<file path="config.mk">
export PLATFORM = sky130hd
export DESIGN_NAME = ysyx_24090012_axi_rd_arbiter
export DESIGN_NICKNAME = d
export VERILOG_FILES = /design/src/rtl/ysyx_24090012_axi_rd_arbiter.sv
export SDC_FILE = /design/constraint.sdc
export NUM_CORES = 1
export LEC_CHECK = 0
export BUFFER_PORTS_ARGS = -buffer_cell sky130_fd_sc_hd__buf_2
export CORE_AREA = 2 2 115 117
export CTS_BUF_LIST = sky130_fd_sc_hd__clkbuf_8
export DETAILED_ROUTE_END_ITERATION = 6
export DIE_AREA = 0 0 117 119
export MAX_ROUTING_LAYER = met4
export PLACE_DENSITY = 0.5
export SETUP_SLACK_MARGIN = 0.4
export SLEW_MARGIN = 20
export SYNTH_ARGS = -nofsm -noshare
export SYNTH_HDL_FRONTEND = slang
export SYNTH_SLANG_ARGS = --single-unit
export TNS_END_PERCENT = 1
</file>
<file path="constraint.sdc">
create_clock -name clk -period 2.6 [get_ports clk]
set_input_delay 0.65 -clock clk [delete_from_list [all_inputs] [get_ports clk]]
set_output_delay 0.65 -clock clk [all_outputs]
set_load 0.01 [all_outputs]
</file>
<file path="src/rtl/ysyx_24090012_axi_rd_arbiter.sv">
// N-to-1 AXI read-channel arbiter.
// One outstanding read; round-robin or fixed-priority grant.
module ysyx_24090012_axi_rd_arbiter #(
    parameter int NM  = 3,
    parameter int AW  = 32,
    parameter int DW  = 32,
    parameter int IDW = 4,
    parameter int RR  = 1,
    localparam int ARW = IDW + AW + 13,
    localparam int RW  = IDW + DW + 3,
    localparam int OW  = (NM > 1) ? $clog2(NM) : 1
) (
    input  logic              clk,
    input  logic              rst,
    input  logic [NM-1:0]     m_arvalid,
    output logic [NM-1:0]     m_arready,
    input  logic [NM*ARW-1:0] m_ar,
    output logic [NM-1:0]     m_rvalid,
    input  logic [NM-1:0]     m_rready,
    output logic [RW-1:0]     m_r,
    output logic              io_master_arvalid,
    input  logic              io_master_arready,
    output logic [ARW-1:0]    io_master_ar,
    input  logic              io_master_rvalid,
    output logic              io_master_rready,
    input  logic [RW-1:0]     io_master_r,
    output logic [NM-1:0]     grant,
    output logic              busy,
    output logic              err
);

    typedef enum logic [1:0] {
        IDLE = 2'd0,
        ADDR = 2'd1,
        DATA = 2'd2
    } state_t;

    state_t        state;
    logic [OW-1:0] owner;
    logic [OW-1:0] last_win;
    logic [7:0]    cnt;

    logic [OW-1:0] win;
    logic          found;
    int unsigned   idx;

    logic          ar_hs;
    logic          r_hs;
    logic          r_last;
    logic [7:0]    ar_len;

    // Pick the next owner: rotating start after last winner, or lowest index.
    always_comb begin
        win   = '0;
        found = 1'b0;
        idx   = 0;
        for (int k = 0; k < NM; k++) begin
            if (RR != 0)
                idx = (int'(last_win) + 1 + k) % NM;
            else
                idx = k;
            if (!found && m_arvalid[OW'(idx)]) begin
                found = 1'b1;
                win   = OW'(idx);
            end
        end
    end

    // Route handshakes between the owning master and the downstream port.
    always_comb begin
        io_master_arvalid = 1'b0;
        io_master_rready  = 1'b0;
        m_arready         = '0;
        m_rvalid          = '0;
        if (state == ADDR) begin
            io_master_arvalid = m_arvalid[owner];
            m_arready[owner]  = io_master_arready;
        end
        if (state == DATA) begin
            io_master_rready = m_rready[owner];
            m_rvalid[owner]  = io_master_rvalid;
        end
    end

    assign io_master_ar = m_ar[int'(owner)*ARW +: ARW];
    assign m_r          = io_master_r;

    assign ar_len = io_master_ar[12:5];
    assign r_last = io_master_r[0];
    assign ar_hs  = (state == ADDR) && io_master_arvalid && io_master_arready;
    assign r_hs   = (state == DATA) && io_master_rvalid && io_master_rready;

    // Transaction FSM with registered grant and busy.
    always_ff @(posedge clk) begin
        if (rst) begin
            state    <= IDLE;
            grant    <= '0;
            busy     <= 1'b0;
            owner    <= '0;
            last_win <= OW'(NM - 1);
            cnt      <= '0;
        end else begin
            unique case (state)
                IDLE: begin
                    if (found) begin
                        grant    <= NM'(1) << win;
                        owner    <= win;
                        last_win <= win;
                        busy     <= 1'b1;
                        state    <= ADDR;
                    end
                end
                ADDR: begin
                    if (ar_hs) begin
                        cnt   <= ar_len;
                        state <= DATA;
                    end
                end
                DATA: begin
                    if (r_hs) begin
                        if (cnt != 8'd0)
                            cnt <= cnt - 8'd1;
                        if (r_last) begin
                            grant <= '0;
                            busy  <= 1'b0;
                            state <= IDLE;
                        end
                    end
                end
                default: state <= IDLE;
            endcase
        end
    end

    // Sticky error: stray R beats outside DATA, or last/beat-count disagreement.
    always_ff @(posedge clk) begin
        if (rst)
            err <= 1'b0;
        else if ((state != DATA) && io_master_rvalid)
            err <= 1'b1;
        else if (r_hs && (r_last != (cnt == 8'd0)))
            err <= 1'b1;
    end

endmodule
</file>
# [After elaboration in Yosys (flattened, before gate mapping)]
# Index checks and enable logic that the tools add are counted.
[op_classes] add_sub_neg=4 n_mul=1 div=3 order_cmp=5 n_eq_ne=9 shift=2 mux=41 bitwise_logic=2 reduce_logical=21
[ops] op="variable part select 147 x 9 -> 49 bit" count=1
[ops] op="remainder unit 32 x 3 -> 32 bit, second input constant" count=3
[ops] op="adder 32 x 2 -> 32 bit, second input constant" count=1
[ops] op="two-way mux 8 bit" count=3
[ops] op="two-way mux 1 bit" count=16
[ops] op="one-hot mux 8 bit (2 select lines)" count=1
[ops] op="two-way mux 3 bit" count=5
[ops] op="two-way mux 2 bit" count=7
[ops] op="< comparator 2 x 3 -> 1 bit, second input constant" count=4
[ops] op="AND reduction 4 bit" count=3
[ops] op="binary-select mux 1 bit (select 2 bit)" count=5
[ops] op="inequality test 2 bit, second input constant" count=5
[ops] op="logical AND 1 bit" count=9
[ops] op="logical NOT 8 bit" count=1
[ops] op="multiplier 2 x 6 -> 8 bit, second input constant" count=1
[ops] op="nonzero test 8 bit" count=1
[ops] op="subtractor 8 x 1 -> 8 bit, second input constant" count=1
[ops] op="AND 3 bit" count=2
[ops] op="one-hot mux 2 bit (3 select lines)" count=1
[ops] op="one-hot mux 3 bit (2 select lines)" count=1
[ops] op="nonzero test 2 bit" count=3
[ops] op="adder 3 x 2 -> 4 bit, second input constant" count=1
[ops] op="adder 2 x 1 -> 3 bit, second input constant" count=1
[ops] op="<< shifter 1 x 2 -> 3 bit, first input constant" count=1
[ops] op="other kinds (10)" count=11
[word_totals] register_bits=19 inputBits=196 out_inout_bits=101 wordCells=95

# [Logic depth before layout (Yosys ltp)]
[logic_depth] ltp_word=14 depth_mapped=8 ltp_nobuf=7

# [Worst setup path before layout]
# Ideal clock, no wire load.
[synth_path] path_kind="reg-to-reg" start="register owner[0]" end="register grant[1]" setup_ns=0.070 arrival_time_ns=2.077 t_required_ns=2.530 setup_slack_ns=0.453 path_stages_with_launch=9 path_buffers=1 period_less_slack_ns=2.147 cell_sequence="dfxtp_1 > buf_2 > inv_1 > ha_1 > a21bo_2 > a21oi_2 > a2111oi_2 > or4_1 > o2bb2ai_1"
[synth_via] elab_chain_cells=6
[synth_lines] item="from (decl)" line="39" source="logic [OW-1:0] owner;"
[synth_lines] item="from (signal assigned)" line="107" source="owner <= win;"
[synth_lines] item="binary-select mux 1 bit (select 2 bit)" line="80" source="io_master_rready = m_rready[owner];"
[synth_lines] item="two-way mux 1 bit (not written as such)" line="80"
[synth_lines] item="two-way mux 1 bit" line="79" source="if (state == DATA) begin"
[synth_lines] item="logical AND 1 bit" line="91" source="assign r_hs = (state == DATA) && io_master_rvalid && io_master_rready;"
[synth_lines] item="inequality test 2 bit (no source line)"
[synth_lines] item="AND reduction 4 bit (no source line)"
[synth_lines] item="to (signal assigned)" line="106" source="grant <= NM'(1) << win;"
[synth_lines] item="to (decl)" line="27" source="output logic [NM-1:0] grant,"
# Every way passes these cells. The select of a mux whose other input is x is not followed.
# A chain may end at the register's enable or synchronous reset.

# [Worst setup path after layout]
[layout_path] start="register owner[1]" end="output io_master_ar[17]"
[layout_via] elab_chain_cells=2
[layout_lines] item="multiplier 2 x 6 -> 8 bit" line="85" source="assign io_master_ar = m_ar[int'(owner)*ARW +: ARW];"
[layout_lines] item="variable part select 147 x 9 -> 49 bit" line="85"
[layout_lines] item="to (decl)" line="23" source="output logic [ARW-1:0] io_master_ar,"
# Every way passes these cells.

==> flow_summary.ini <==
[status]
status = finished, final reports clean

[logic_synthesis]
async_reset_ff_share_pct = 0
post_synth_xor_area_fraction_pct = 0.3302
synth_edf_count = 0
synth_adder_area_share_pct = 2.830
synth_compound_area_share_pct = 26.18
yosysWarningCount = 0
ys_seq_area_share_pct = 13.58
synth_area_leader_cell = mux2i_1
synth_top_family_by_area = compound AO/OA/AOI/OAI gates
yosys-mux-area-fraction_pct = 20.05
synth.area.top_cells = mux2i_1, dfxtp_1, buf_4
syn_area_per_cell_um2 = 7.073
syn-cell-area_um2 = 2653
synthSimpleGateAreaFrac_pct = 20.38
synth_cells = 375
synth_top_area_share_pct = 19.62
ys.flop_type = dfxtp_1
ys_seq_elements = 18
syn_nets = 577
synth_cell_types = 51

[placement]
port_buffers = 220
post-dp-hpwl_um = 9857
placed_cell_area_um2 = 3661
globalplace.congestion = 0.8775

[clocking]
htreeDepth = 1
clock_path_buffers = 2
cts_root_buffer = clkbuf_8
cts.clk_slew.worst_paths_ns = 0.07
numCtsBuffers = 3
worstSkewPairLatency_ns = 0.26
cts_tree = built
cts.sinks = 18

[setup_path]
startpoint_type = flip-flop
crit_type = reg2out
endpoint_kind = output port
critical_path_required_ns = 1.95
crit_fanout = 18
worstPathArrival_ns = 1.57

[routing]
via_per_inst = 4.674
drtIter0Drc = 113
routed_wl_um = 12110
wl_met1_um = 4905
wl_met2_um = 6064
dr_wl_met3_um = 904
num_vias = 3426
highest_layer = met4
wire_per_inst_um = 16.52
drtAntennaViolNets = 0
dr.pass1.iters = 4
drc = 0

[sta]
slew_headroom_pct = 60.65
clock_skew_ns = 0.002222
finalCritPeriodShare_pct = 85.28
grt_setup_unrepaired = true
drv_slew = 0
worst_pin_slew_ns = 0.5903
finalSetupTns_ns = 0
hold_viol = 0
timing.fmax_mhz = 451.0
setup_viol = 0
min_period_ns = 2.217

[finish]
nets = 759
fin_area_um2 = 3959
area_growth_pct = 49.25
n_fill_cell = 1402
final_common_cell = buf_2
drive_gt1_share_pct = 47.66
mostFrequentLayoutCells = buf_2, nand2_1, mux2i_1, o21ai_1, a21oi_1

[grt]
grt_max_degree = 36
grt_util_all_layers_pct = 16.40
grt_pass1_vias = 3262
overflow = 0
grt_pass1_wl_um = 17150
antenna_found_initial = 1

[job]
maxCapViolCount = 0

[floorplanning]
start_util_pct = 20.60
fp.dieArea_um2 = 13920
core_um2 = 12870
rows = 42
chipWidth_um = 117
io_pins = 297
die_h_um = 119

[pwr]
ir_drop_v = 0.0001794
power_leakage_nw = 1.815
power_density_nw_per_um2 = 769.2

[hold_path]
hold_class = reg2reg
==> per-layer routing <==
layer / vias up / global-route usage [%]
met2: 176 / 27.89
met5: - / -
met1: 1585 / 19.77
li1: 1652 / -
met3: 13 / 3.003
met4: 0 / 4.412
==> state kept, by name (all words and copies together), names as in the netlist <==
signal and flops:
cnt 8, last_win 1, err 1, grant 3
owner 2, busy 1, state 2
==> where the power goes <==
part / leakage [nW] / switching, mW / internal (mW)
Sequential: 0.149 / 0.0737 / 0.349
Combinational: 1.64 / 1.33 / 1.08
Clock: 0.0269 / 0.0994 / 0.105
Total: 1.82 / 1.51 / 1.54
==> synth_stat cells (2+ instances only) <==
cell / n
o21ai_1: 40
o21ai_0: 17
nand3b_1: 4
nor3_1: 5
buf_4: 41
a21oi_1: 18
and2_1: 4
clkbuf_1: 10
a2bb2oi_1: 4
nor2_1: 16
dfxtp_1: 18
inv_1: 12
nand3_1: 5
o2bb2ai_1: 4
ha_1: 6
o31ai_1: 2
a32o_1: 2
o32ai_1: 2
nand2b_1: 5
and3_1: 4
a31oi_1: 3
buf_1: 3
mux2i_1: 52
a21oi_2: 2
o211ai_1: 3
nor2b_1: 3
nand2_1: 59
buf_2: 8
==> worst max-delay path: stages (launching register included) <==
cell and delay [ns]:
dfxtp_4 0.38, and2b_4 0.32, buf_12 0.17, nand2_1 0.06, o21ai_1 0.17, buf_2 0.20
==> path summary, 6_finish.rpt <==
kind	startpoint	endpoint	slack [ns]	depth (start not counted)
hold reg to reg	err$_SDFFE_PP0P_	err$_SDFFE_PP0P_	0.48	1
setup reg to reg	owner[0]$_SDFFE_PP0P_	owner[0]$_SDFFE_PP0P_	0.46	7
hold / removal	err$_SDFFE_PP0P_	err$_SDFFE_PP0P_	0.48	1
setup / recovery	owner[1]$_SDFFE_PP0P_	io_master_ar[17]	0.38	5
==> area by class of cell <==
class | instances | area [um^2] | area share, %
Clock buffer | 3 | 41.29 | 1.043
Timing Repair Buffer | 239 | 1350 | 34.10
Sequential cell | 18 | 367.9 | 9.292
Inverter | 12 | 45.04 | 1.138
Multi-Input combinational cell | 283 | 1928 | 48.70
Tap cell | 176 | 220.2 | 5.563
Antenna cell | 1 | 2.502 | 0.06321
Clock inverter | 1 | 3.754 | 0.09482
==> timing repair <==
action                                  4_1_cts  5_1_grt
pin swaps                                     1        0
resized for setup                             5       19
hold buffers                                  0        0
endpoints found under the setup margin       20       31
gates cloned                                  1        1
buffers inserted                              4        6
==> metrics by stage <==
stage	utilization [%]	worst slack, ns	std cells	power (mW)	hold WS [ns]
final	30.75	0.3828	733	3.045	0.4780
after global routing	30.75	0.3326	733	3.278	0.4992
after CTS	29.34	0.3322	725	2.879	0.4916
after detailed placement	28.44	0.3452	716	2.583	0.4815
after global placement	28.44	0.4057	716	2.560	0.4533
after floorplan	-	0.4528	375	1.838	0.4580
==> cell families (layout without fill, tap and decap cells) <==
kind of cell	after synthesis	count (layout)
buffers and inverters	74	255
other	0	1
DFF	18	18
adders and majority gates	6	6
AOI/OAI and AO/OA	110	110
and+or+nand+nor	113	113
muxes	53	53
xor gates and xnor gates	1	1
(Power assumes the default switching activity.)
